**src/rtl/dfe_stream_ctrl.sv**
```systemverilog
// -----------------------------------------------------------------------------
// dfe_stream_ctrl
//
// Streams signed 8-bit stimulus samples from the sample memory into the DFE
// filter chain at a fixed divided rate, latches the CIC decimation select for
// the whole run, counts chain outputs, gathers sticky overflow/underflow status
// and declares the run finished once the chain output has been quiet for
// DRAIN_CYCLES clocks.
//
// Ports:
//   clk, rst_n            system clock, asynchronous active-low reset
//   start, abort          one-cycle control pulses (abort wins over start)
//   cfg_num_samples       samples to stream, sampled on start
//   cfg_cic_dec_factor    CIC decimation select, sampled on start
//   mem_addr / mem_rdata  sample-memory read port (synchronous, 1-cycle read)
//   chain_in, chain_valid_in, chain_cic_dec_factor   drive side of the chain
//   chain_valid_out, chain_flags                     status side of the chain
//   busy, done            run status (RUN/DRAIN, DONE)
//   err_sticky            per-bit sticky capture of chain_flags
//   out_count             saturating count of chain_valid_out pulses
// -----------------------------------------------------------------------------
module dfe_stream_ctrl #(
  parameter int ADDR_W       = 19,
  parameter int RATE_DIV     = 4,
  parameter int DRAIN_CYCLES = 256,
  parameter int FLAG_W       = 10
) (
  input  logic              clk,
  input  logic              rst_n,
  input  logic              start,
  input  logic              abort,
  input  logic [ADDR_W-1:0] cfg_num_samples,
  input  logic              cfg_cic_dec_factor,
  output logic [ADDR_W-1:0] mem_addr,
  input  logic [7:0]        mem_rdata,
  output logic [7:0]        chain_in,
  output logic              chain_valid_in,
  output logic              chain_cic_dec_factor,
  input  logic              chain_valid_out,
  input  logic [FLAG_W-1:0] chain_flags,
  output logic              busy,
  output logic              done,
  output logic [FLAG_W-1:0] err_sticky,
  output logic [ADDR_W-1:0] out_count
);

  localparam int DIV_W  = (RATE_DIV > 1) ? $clog2(RATE_DIV) : 1;
  localparam int IDLE_W = (DRAIN_CYCLES > 1) ? $clog2(DRAIN_CYCLES) : 1;
  localparam logic [DIV_W-1:0]  DIV_LAST = DIV_W'(RATE_DIV - 1);
  localparam logic [IDLE_W:0]   IDLE_TGT = (IDLE_W + 1)'(DRAIN_CYCLES - 1);
  localparam logic [ADDR_W-1:0] CNT_MAX  = '1;

  typedef enum logic [1:0] {IDLE, RUN, DRAIN, DONE} state_t;

  state_t              state_reg, state_next;
  logic [ADDR_W-1:0]   num_reg, num_next;
  logic [ADDR_W-1:0]   rd_ptr_reg, rd_ptr_next;
  logic [DIV_W-1:0]    div_cnt_reg, div_cnt_next;
  logic [IDLE_W-1:0]   idle_cnt_reg, idle_cnt_next;
  logic [IDLE_W:0]     idle_inc;
  // rd_pending: address is on mem_addr this cycle.
  // rdata_valid: memory is presenting that address's data this cycle.
  logic                rd_pending_reg, rd_pending_next;
  logic                rdata_valid_reg, rdata_valid_next;
  logic [ADDR_W-1:0]   mem_addr_reg, mem_addr_next;
  logic [7:0]          chain_in_reg, chain_in_next;
  logic                valid_in_reg, valid_in_next;
  logic                cic_reg, cic_next;
  logic [ADDR_W-1:0]   out_count_reg, out_count_next;
  logic [FLAG_W-1:0]   err_reg, err_next;
  logic                active;

  always_ff @(posedge clk or negedge rst_n) begin
    if (!rst_n) begin
      state_reg       <= IDLE;
      num_reg         <= '0;
      rd_ptr_reg      <= '0;
      div_cnt_reg     <= '0;
      idle_cnt_reg    <= '0;
      rd_pending_reg  <= 1'b0;
      rdata_valid_reg <= 1'b0;
      mem_addr_reg    <= '0;
      chain_in_reg    <= '0;
      valid_in_reg    <= 1'b0;
      cic_reg         <= 1'b0;
      out_count_reg   <= '0;
      err_reg         <= '0;
    end else begin
      state_reg       <= state_next;
      num_reg         <= num_next;
      rd_ptr_reg      <= rd_ptr_next;
      div_cnt_reg     <= div_cnt_next;
      idle_cnt_reg    <= idle_cnt_next;
      rd_pending_reg  <= rd_pending_next;
      rdata_valid_reg <= rdata_valid_next;
      mem_addr_reg    <= mem_addr_next;
      chain_in_reg    <= chain_in_next;
      valid_in_reg    <= valid_in_next;
      cic_reg         <= cic_next;
      out_count_reg   <= out_count_next;
      err_reg         <= err_next;
    end
  end

  assign active   = (state_reg == RUN) || (state_reg == DRAIN);
  assign idle_inc = {1'b0, idle_cnt_reg} + 1'b1;

  always_comb begin
    state_next       = state_reg;
    num_next         = num_reg;
    rd_ptr_next      = rd_ptr_reg;
    div_cnt_next     = div_cnt_reg;
    idle_cnt_next    = idle_cnt_reg;
    rd_pending_next  = 1'b0;
    rdata_valid_next = 1'b0;
    mem_addr_next    = mem_addr_reg;
    chain_in_next    = chain_in_reg;
    valid_in_next    = 1'b0;
    cic_next         = cic_reg;
    out_count_next   = out_count_reg;
    err_next         = err_reg;

    // Status gathering freezes on the abort cycle so the aborted run's
    // totals stay exactly as they were when abort arrived.
    if (active && !abort) begin
      err_next = err_reg | chain_flags;
      if (chain_valid_out && (out_count_reg != CNT_MAX))
        out_count_next = out_count_reg + 1'b1;
    end

    case (state_reg)
      IDLE, DONE: begin
        if (start && !abort) begin
          num_next       = cfg_num_samples;
          cic_next       = cfg_cic_dec_factor;
          rd_ptr_next    = '0;
          div_cnt_next   = '0;
          idle_cnt_next  = '0;
          out_count_next = '0;
          err_next       = '0;
          state_next     = (cfg_num_samples == '0) ? DONE : RUN;
        end
      end
      RUN: begin
        if (abort) begin
          state_next = IDLE;
        end else begin
          div_cnt_next = (div_cnt_reg == DIV_LAST) ? '0 : div_cnt_reg + 1'b1;
          if ((div_cnt_reg == '0) && (rd_ptr_reg < num_reg)) begin
            mem_addr_next   = rd_ptr_reg;
            rd_ptr_next     = rd_ptr_reg + 1'b1;
            rd_pending_next = 1'b1;
          end
          rdata_valid_next = rd_pending_reg;
          if (rdata_valid_reg) begin
            chain_in_next = mem_rdata;
            valid_in_next = 1'b1;
          end
          if ((rd_ptr_reg == num_reg) && !rd_pending_reg && !rdata_valid_reg) begin
            state_next    = DRAIN;
            idle_cnt_next = '0;
          end
        end
      end
      DRAIN: begin
        if (abort) begin
          state_next = IDLE;
        end else if (chain_valid_out) begin
          idle_cnt_next = '0;
        end else begin
          // Leaving on the clock where the count reaches its last value puts
          // done exactly DRAIN_CYCLES clocks after the final output pulse.
          idle_cnt_next = idle_inc[IDLE_W-1:0];
          if (idle_inc >= IDLE_TGT) state_next = DONE;
        end
      end
      default: state_next = IDLE;
    endcase
  end

  assign mem_addr             = mem_addr_reg;
  assign chain_in             = chain_in_reg;
  assign chain_valid_in       = valid_in_reg;
  assign chain_cic_dec_factor = cic_reg;
  assign busy                 = active;
  assign done                 = (state_reg == DONE);
  assign err_sticky           = err_reg;
  assign out_count            = out_count_reg;

endmodule

```
**config.mk**
```make
export PLATFORM = sky130hd
export DESIGN_NAME = dfe_stream_ctrl
export DESIGN_NICKNAME = d
export VERILOG_FILES = /design/src/rtl/dfe_stream_ctrl.sv
export SDC_FILE = /design/constraint.sdc
export NUM_CORES = 1
export LEC_CHECK = 0
export CAP_MARGIN = 40
export CORE_MARGIN = 2
export CORE_UTILIZATION = 50
export DETAILED_ROUTE_END_ITERATION = 7
export PLACE_DENSITY = 0.86
export SYNTH_ARGS = -nofsm -noshare
export SYNTH_HDL_FRONTEND = slang
export SYNTH_SLANG_ARGS = --single-unit
```
**constraint.sdc**
```tcl
create_clock -name clk -period 2.89 [get_ports clk]
set_input_delay 0.4335 -clock clk [delete_from_list [all_inputs] [get_ports clk]]
set_output_delay 0.4335 -clock clk [all_outputs]
set_load 0.05 [all_outputs]
```
==> results of run 1 <==
==> how the worst max path moves through the flow <==
stage	slack [ns]	cells after the start	to	start
after floorplan	0.65	10	rd_ptr_reg[15]	state_reg[0]
after global placement	0.18	7	rd_ptr_reg[15]	abort
after detailed placement	0.17	7	mem_addr[13]	rd_ptr_reg[2]
after CTS	0.14	7	mem_addr[9]	rd_ptr_reg[2]
after global routing	0.05	9	rd_ptr_reg[15]	state_reg[0]
final	0.13	9	rd_ptr_reg[13]	state_reg[0]
==> stage by stage <==
stage / area, um2 / setup WS, ns / cells
after floorplan: 5500 / 0.654 / 550
after global placement: 6690 / 0.178 / 782
after detailed placement: 6690 / 0.168 / 782
after CTS: 6870 / 0.141 / 798
after global routing: 6870 / 0.0489 / 798
final: 6870 / 0.134 / 798
==> cell families after synthesis <==
family | count (synthesis)
DFF | 110
and+or+nand+nor | 201
adders and majority gates | 28
muxes | 27
buffers and inverters | 47
AOI/OAI and AO/OA | 119
xor gates and xnor gates | 18
==> synthesized netlist by cell type (4+ instances only) <==
master,n
nand4_1,8
inv_1,27
a21oi_1,22
a31oi_1,7
ha_1,28
nand2_1,53
xor2_1,13
dfrtp_1,110
nand3_1,29
and4_1,4
nor2_1,54
and3_1,8
or3_1,4
o21ai_0,52
mux2_2,10
nor4_1,7
xnor2_1,5
mux2_1,15
clkbuf_1,12
and2_1,4
o31ai_1,10
nand2b_1,8
==> worst max-delay path, cell delays in order (launching register included) <==
cell and delay, ns:
dfrtp_1 0.41, inv_1 0.07, ha_1 0.41, nor2b_4 0.19
nor2_2 0.15, o21ai_1 0.21, o41ai_2 0.45, nor2_2 0.23
or3_1 0.40, a21oi_1 0.15
==> power breakdown <==
group	switching [W]	internal, W	total [W]
Sequential	0.000159	0.00182	0.00198
Combinational	0.00139	0.000719	0.00211
Clock	0.000527	0.000347	0.000873
Total	0.00208	0.00288	0.00496
==> routing by layer <==
metal / track usage / up-vias / wire [um]
li1: - / 2148 / -
met1: 0.294 / 2209 / 5460
met2: 0.381 / 160 / 6450
met3: 0.0508 / 27 / 823
met4: 0.0788 / 0 / 251
met5: 0 / - / 0
==> final cells by class <==
cell class | instances | area [um2] | share of cell area
Clock inverter | 5 | 38.8 | 0.00564
Multi-Input combinational cell | 393 | 2560 | 0.373
Sequential cell | 110 | 2750 | 0.401
Timing Repair Buffer | 110 | 1090 | 0.159
Clock buffer | 11 | 141 | 0.0206
Inverter | 29 | 109 | 0.0158
Tap cell | 140 | 175 | 0.0255
==> metrics, run 1 <==
IO Port Bufs=around 100; Simple-Gate Fraction of Synth Area=0.183; detailed-route via count=4544; drt wl/cell=16.3 um; vias per cell=around 5.7; Slew @ Worst Pin=roughly 0.66 ns; setup TNS=0 ns; R2R depth=9; Setup Crit Path Kind=flip-flop to flip-flop; CTS buffer count=9; post-synthesis xor/xnor area fraction=0.0287; H-tree depth reported by CTS=3; Hold-fix buffers, CTS=0; Clock Sink Count=110; average cell area after synthesis=10.0 um2; Clock Tree Root=clkbuf_8; Top FF cell, synth=dfrtp_1; post-synthesis sequential area ratio=0.500; post-synth cell types=between 60 and 70; num rows=38; Max clock buf depth=2; Pleak=3.10 nW; mux contribution to synthesized area=0.0548; Crit path required time=around 3.2 ns; CTS tree=built; Fin. Hold Viols=0; fraction of the mapped netlist area in adder cells=0.0637; number of global-route vias before repair=~4400; # IOs=between 100 and 150; diode count=0; RSZ-0062 raised after global routing=false; syn nets=~620; # fillers=870; DRC errors left=0; crit path DAT=3.05 ns; Die X=109 um; clk slew on worst S/H paths=0.11 ns; R2R Setup Slk=0.13 ns; Compound-Gate Fraction of Synth Area=0.135; Core ar.=10800 um2; Total GRT Usage=0.228; largest net degree at the start of global routing=66; largest family of logic cells by synthesized area=simple AND/OR/NAND/NOR gates; maxcap violations=0; Post-Syn Instances=550; commonest cells after routing, fill and taps aside=110 x dfrtp_1, 101 x clkdlybuf4s50_1, 54 x nor2_1; DRT Wirelength=13000 um; worst rel slew slack=0.558; die height=109 um; Clk Latency, worst-skew pair=around 0.37 ns; post-CTS sizing=0; Final setup viols=0; top cells by area, synth=dfrtp_1 50%, ha_1 6.4%, o21ai_0 4.7%; share of layout cells above drive strength 1=0.0805; FFs w/ async S/R, synth=1.00; period utilization=0.954; pwr dens=722 nW/um2; leading area contributor after synthesis=dfrtp_1; Area Overhead vs Synth=25.0%; CP startpoint kind=flip-flop; area fraction of the dominant cell type after synthesis=0.500; initial antenna violation count=0; Setup Skew=0.0148 ns; first-pass GRT wire length=21200 um; commonest non-fill, non-tap cell in the layout=dfrtp_1; post-DP HPWL=between 9000 and 10000 um; number of synthesized flops with an enable pin=0; final worst path period need=between 2 and 3 ns; Cell Area, Synth=5500 um2; First-pass DRT Iterations=5; Synth Register Bits=110; Util after Layout=0.637; setup bufs post-CTS=0; Final ANT Viol Nets=0; worst hold margin=0.0801 ns; RePlAce Congestion=0.924; max frequency=between 0.3 and 0.4 GHz; Initial Util=0.510; Yosys warnings=0; # nets final=724; PnR Total Power=0.00496 W; RR Startpoint=state_reg[0]; reg2reg end=rd_ptr_reg[13]; Die ar.=approximately 12000 um2; crit path max fanout=16; min-delay worst type=primary input to async pin; Max Slew Vio Count=0; status=finished, final reports clean; drt initial violations=191; Setup crit end kind=flip-flop; VDD IR-drop max=approximately 0.64 mV; grt total ovfl=0
Power figures use the tool's default switching activity.
==> run 2: changes to the inputs <==
SLEW_MARGIN = 10   (was unset)
==> results of run 2 <==
No change in the layout: final DEF, timing and power equal those of run 1.
==> run 3: changes to the inputs <==
--- a/config.mk
+++ b/config.mk
@@ -7,5 +7,4 @@
 export LEC_CHECK = 0
 export CAP_MARGIN = 40
-export CORE_MARGIN = 2
 export CORE_UTILIZATION = 50
 export DETAILED_ROUTE_END_ITERATION = 7
==> constraint.sdc (replaced) <==
create_clock -name clk -period 2.89 [get_ports clk]
set_input_delay 0.4335 -clock clk [delete_from_list [all_inputs] [get_ports clk]]
set_output_delay 0.4335 -clock clk [all_outputs]
set_load 0.02 [all_outputs]
==> run 3 against run 2 <==
Net effect:
- global-route usage up 1.6 points
- routed wire length about the same
- first-iteration DRC count up 38%
- cell area down 0.22%
- hold slack better by 0.015 ns
- clock power up 3.8%
- fmax up 2.2%
- combinational power down 15%
- critical endpoint is now rd_ptr_reg[15]
- largest cell class unchanged
- largest power group is now registers
==> metrics, run 3 (same netlist as run 1, synthesis figures left out) <==
Crit-path slowest cell=dfrtp_1; vias per cell=5.72; Max clock buf depth=2; drt initial violations=263; Core ar.=10500 um2; Setup Skew=0.0162 ns; drt wl/cell=16.4 um; Final setup viols=0; First-pass DRT Iterations=5; die height=around 110 um; Hold-fix buffers, CTS=0; most used cell, CP=nor2_2; R2R depth=9; status=finished, final reports clean; post-CTS sizing=0; final worst path period need=2.70 ns; # IOs=103; DP Area=6670 um2; IO Port Bufs=102; period utilization=0.933; Die X=107 um; commonest cells after routing, fill and taps aside=110 x dfrtp_1, 101 x clkdlybuf4s50_1, 54 x nor2_1; Area Overhead vs Synth=24.7%; Initial Util=0.523; Die ar.=about 11000 um2; initial antenna violation count=0; Clock Tree Root=clkbuf_8; max frequency=0.371 GHz; first-pass GRT wire length=21600 um; Total GRT Usage=0.244; Final ANT Viol Nets=0; clk slew on worst S/H paths=0.10 ns; Pleak=3.10 nW; Setup Crit Path Kind=flip-flop to flip-flop; Slew @ Worst Pin=0.739 ns; detailed-route via count=between 4000 and 5000; # fillers=slightly above 800; post-route cell area=roughly 6900 um2; RR Startpoint=state_reg[0]; reg2reg end=rd_ptr_reg[15]; Crit path required time=3.16 ns; setup TNS=0 ns; setup bufs post-CTS=0; Clk Latency, worst-skew pair=0.38 ns; Setup crit end=rd_ptr_reg[15]; CTS tree=built; grt total ovfl=0; Clock Sink Count=110; share of layout cells above drive strength 1=0.0793; VDD IR-drop max=between 0.5 and 0.6 mV; R2R Setup Slk=0.19 ns; CP startpoint kind=flip-flop; crit-path cells=inv_1 -> ha_1 -> nor2b_4 -> nor2_2 -> o21ai_1 -> o41ai_2 -> nor2_2 -> o31a_1 -> o21a_1; post-DP HPWL=9540 um; RePlAce Congestion=0.913; DRT Wirelength=about 13000 um; CTS buffer count=9; maxcap violations=0; largest net degree at the start of global routing=111; pwr dens=~700 nW/um2; RSZ-0062 raised after global routing=false; diode count=0; # nets final=722; num rows=37; Setup crit end kind=flip-flop; min-delay worst type=primary input to async pin; commonest non-fill, non-tap cell in the layout=dfrtp_1; crit path max fanout=16; slowest cell delay on critical path=0.42 ns; Fin. Hold Viols=0; DRC errors left=0; worst rel slew slack=0.506; crit path DAT=2.97 ns; H-tree depth reported by CTS=3; worst setup path start=state_reg[0]; Max Slew Vio Count=0; number of global-route vias before repair=4498
==> run 3: how the worst min path moves through the flow <==
| stage | to | slack, ns | cells after the start |
|---|---|---|---|
| 5_1_grt | num_reg[12] | 0.16 | 2 |
| 3_3_place_gp | chain_cic_dec_factor | 0.47 | 2 |
| 2_1_floorplan | chain_cic_dec_factor | 0.14 | 0 |
| 3_5_place_dp | mem_addr[0] | 0.48 | 2 |
| 4_1_cts | rd_ptr_reg[10] | 0.15 | 2 |
| 6_report | idle_cnt_reg[2] | 0.09 | 2 |
==> run 3: metal layers <==
| metal | part of all wire | global-route usage | up-vias |
|---|---|---|---|
| met5 | 0 | 0 | - |
| met4 | 0.037 | 0.123 | 0 |
| met3 | 0.054 | 0.0517 | 31 |
| met2 | 0.50 | 0.410 | 170 |
| met1 | 0.41 | 0.298 | 2190 |
| li1 | - | - | 2143 |
==> run 3: layout make-up <==
class,count,area [um2],area share
inverter,29,109,0.0159
tap,136,170,0.0248
multi-input combinational,393,2560,0.373
clock inverter,4,27.5,0.00401
sequential,110,2750,0.401
clock buffer,12,165,0.0241
timing repair buffer,108,1080,0.157
==> run 3: worst max-delay path: cells and delay by family (launching register included) <==
kind / cells / cell delay, ns
compound gates: 4 / 1.13
simple gates: 3 / 0.55
flops: 1 / 0.42
fa+ha+maj: 1 / 0.42
buf+inv: 1 / 0.08
==> run 3: metrics by stage <==
stage / setup slack [ns] / power [W] / utilization / cells / hold slack [ns]
3_5_place_dp: 0.227 / 0.00380 / 0.634 / 776 / 0.476
6_report: 0.193 / 0.00468 / 0.653 / 792 / 0.0948
3_3_place_gp: 0.366 / 0.00372 / 0.634 / 776 / 0.465
2_1_floorplan: 0.655 / 0.00312 / - / 550 / 0.138
4_1_cts: 0.215 / 0.00471 / 0.653 / 792 / 0.148
5_1_grt: 0.0762 / 0.00498 / 0.653 / 792 / 0.162
==> run 3: power breakdown <==
| part | internal, W | total [W] | switching, W | leakage (nW) |
|---|---|---|---|---|
| logic | 0.000697 | 0.00179 | 0.00109 | 1.52 |
| clock network | 0.000387 | 0.000906 | 0.000519 | 0.103 |
| registers | 0.00182 | 0.00198 | 0.000164 | 1.48 |
| total | 0.00290 | 0.00468 | 0.00178 | 3.10 |
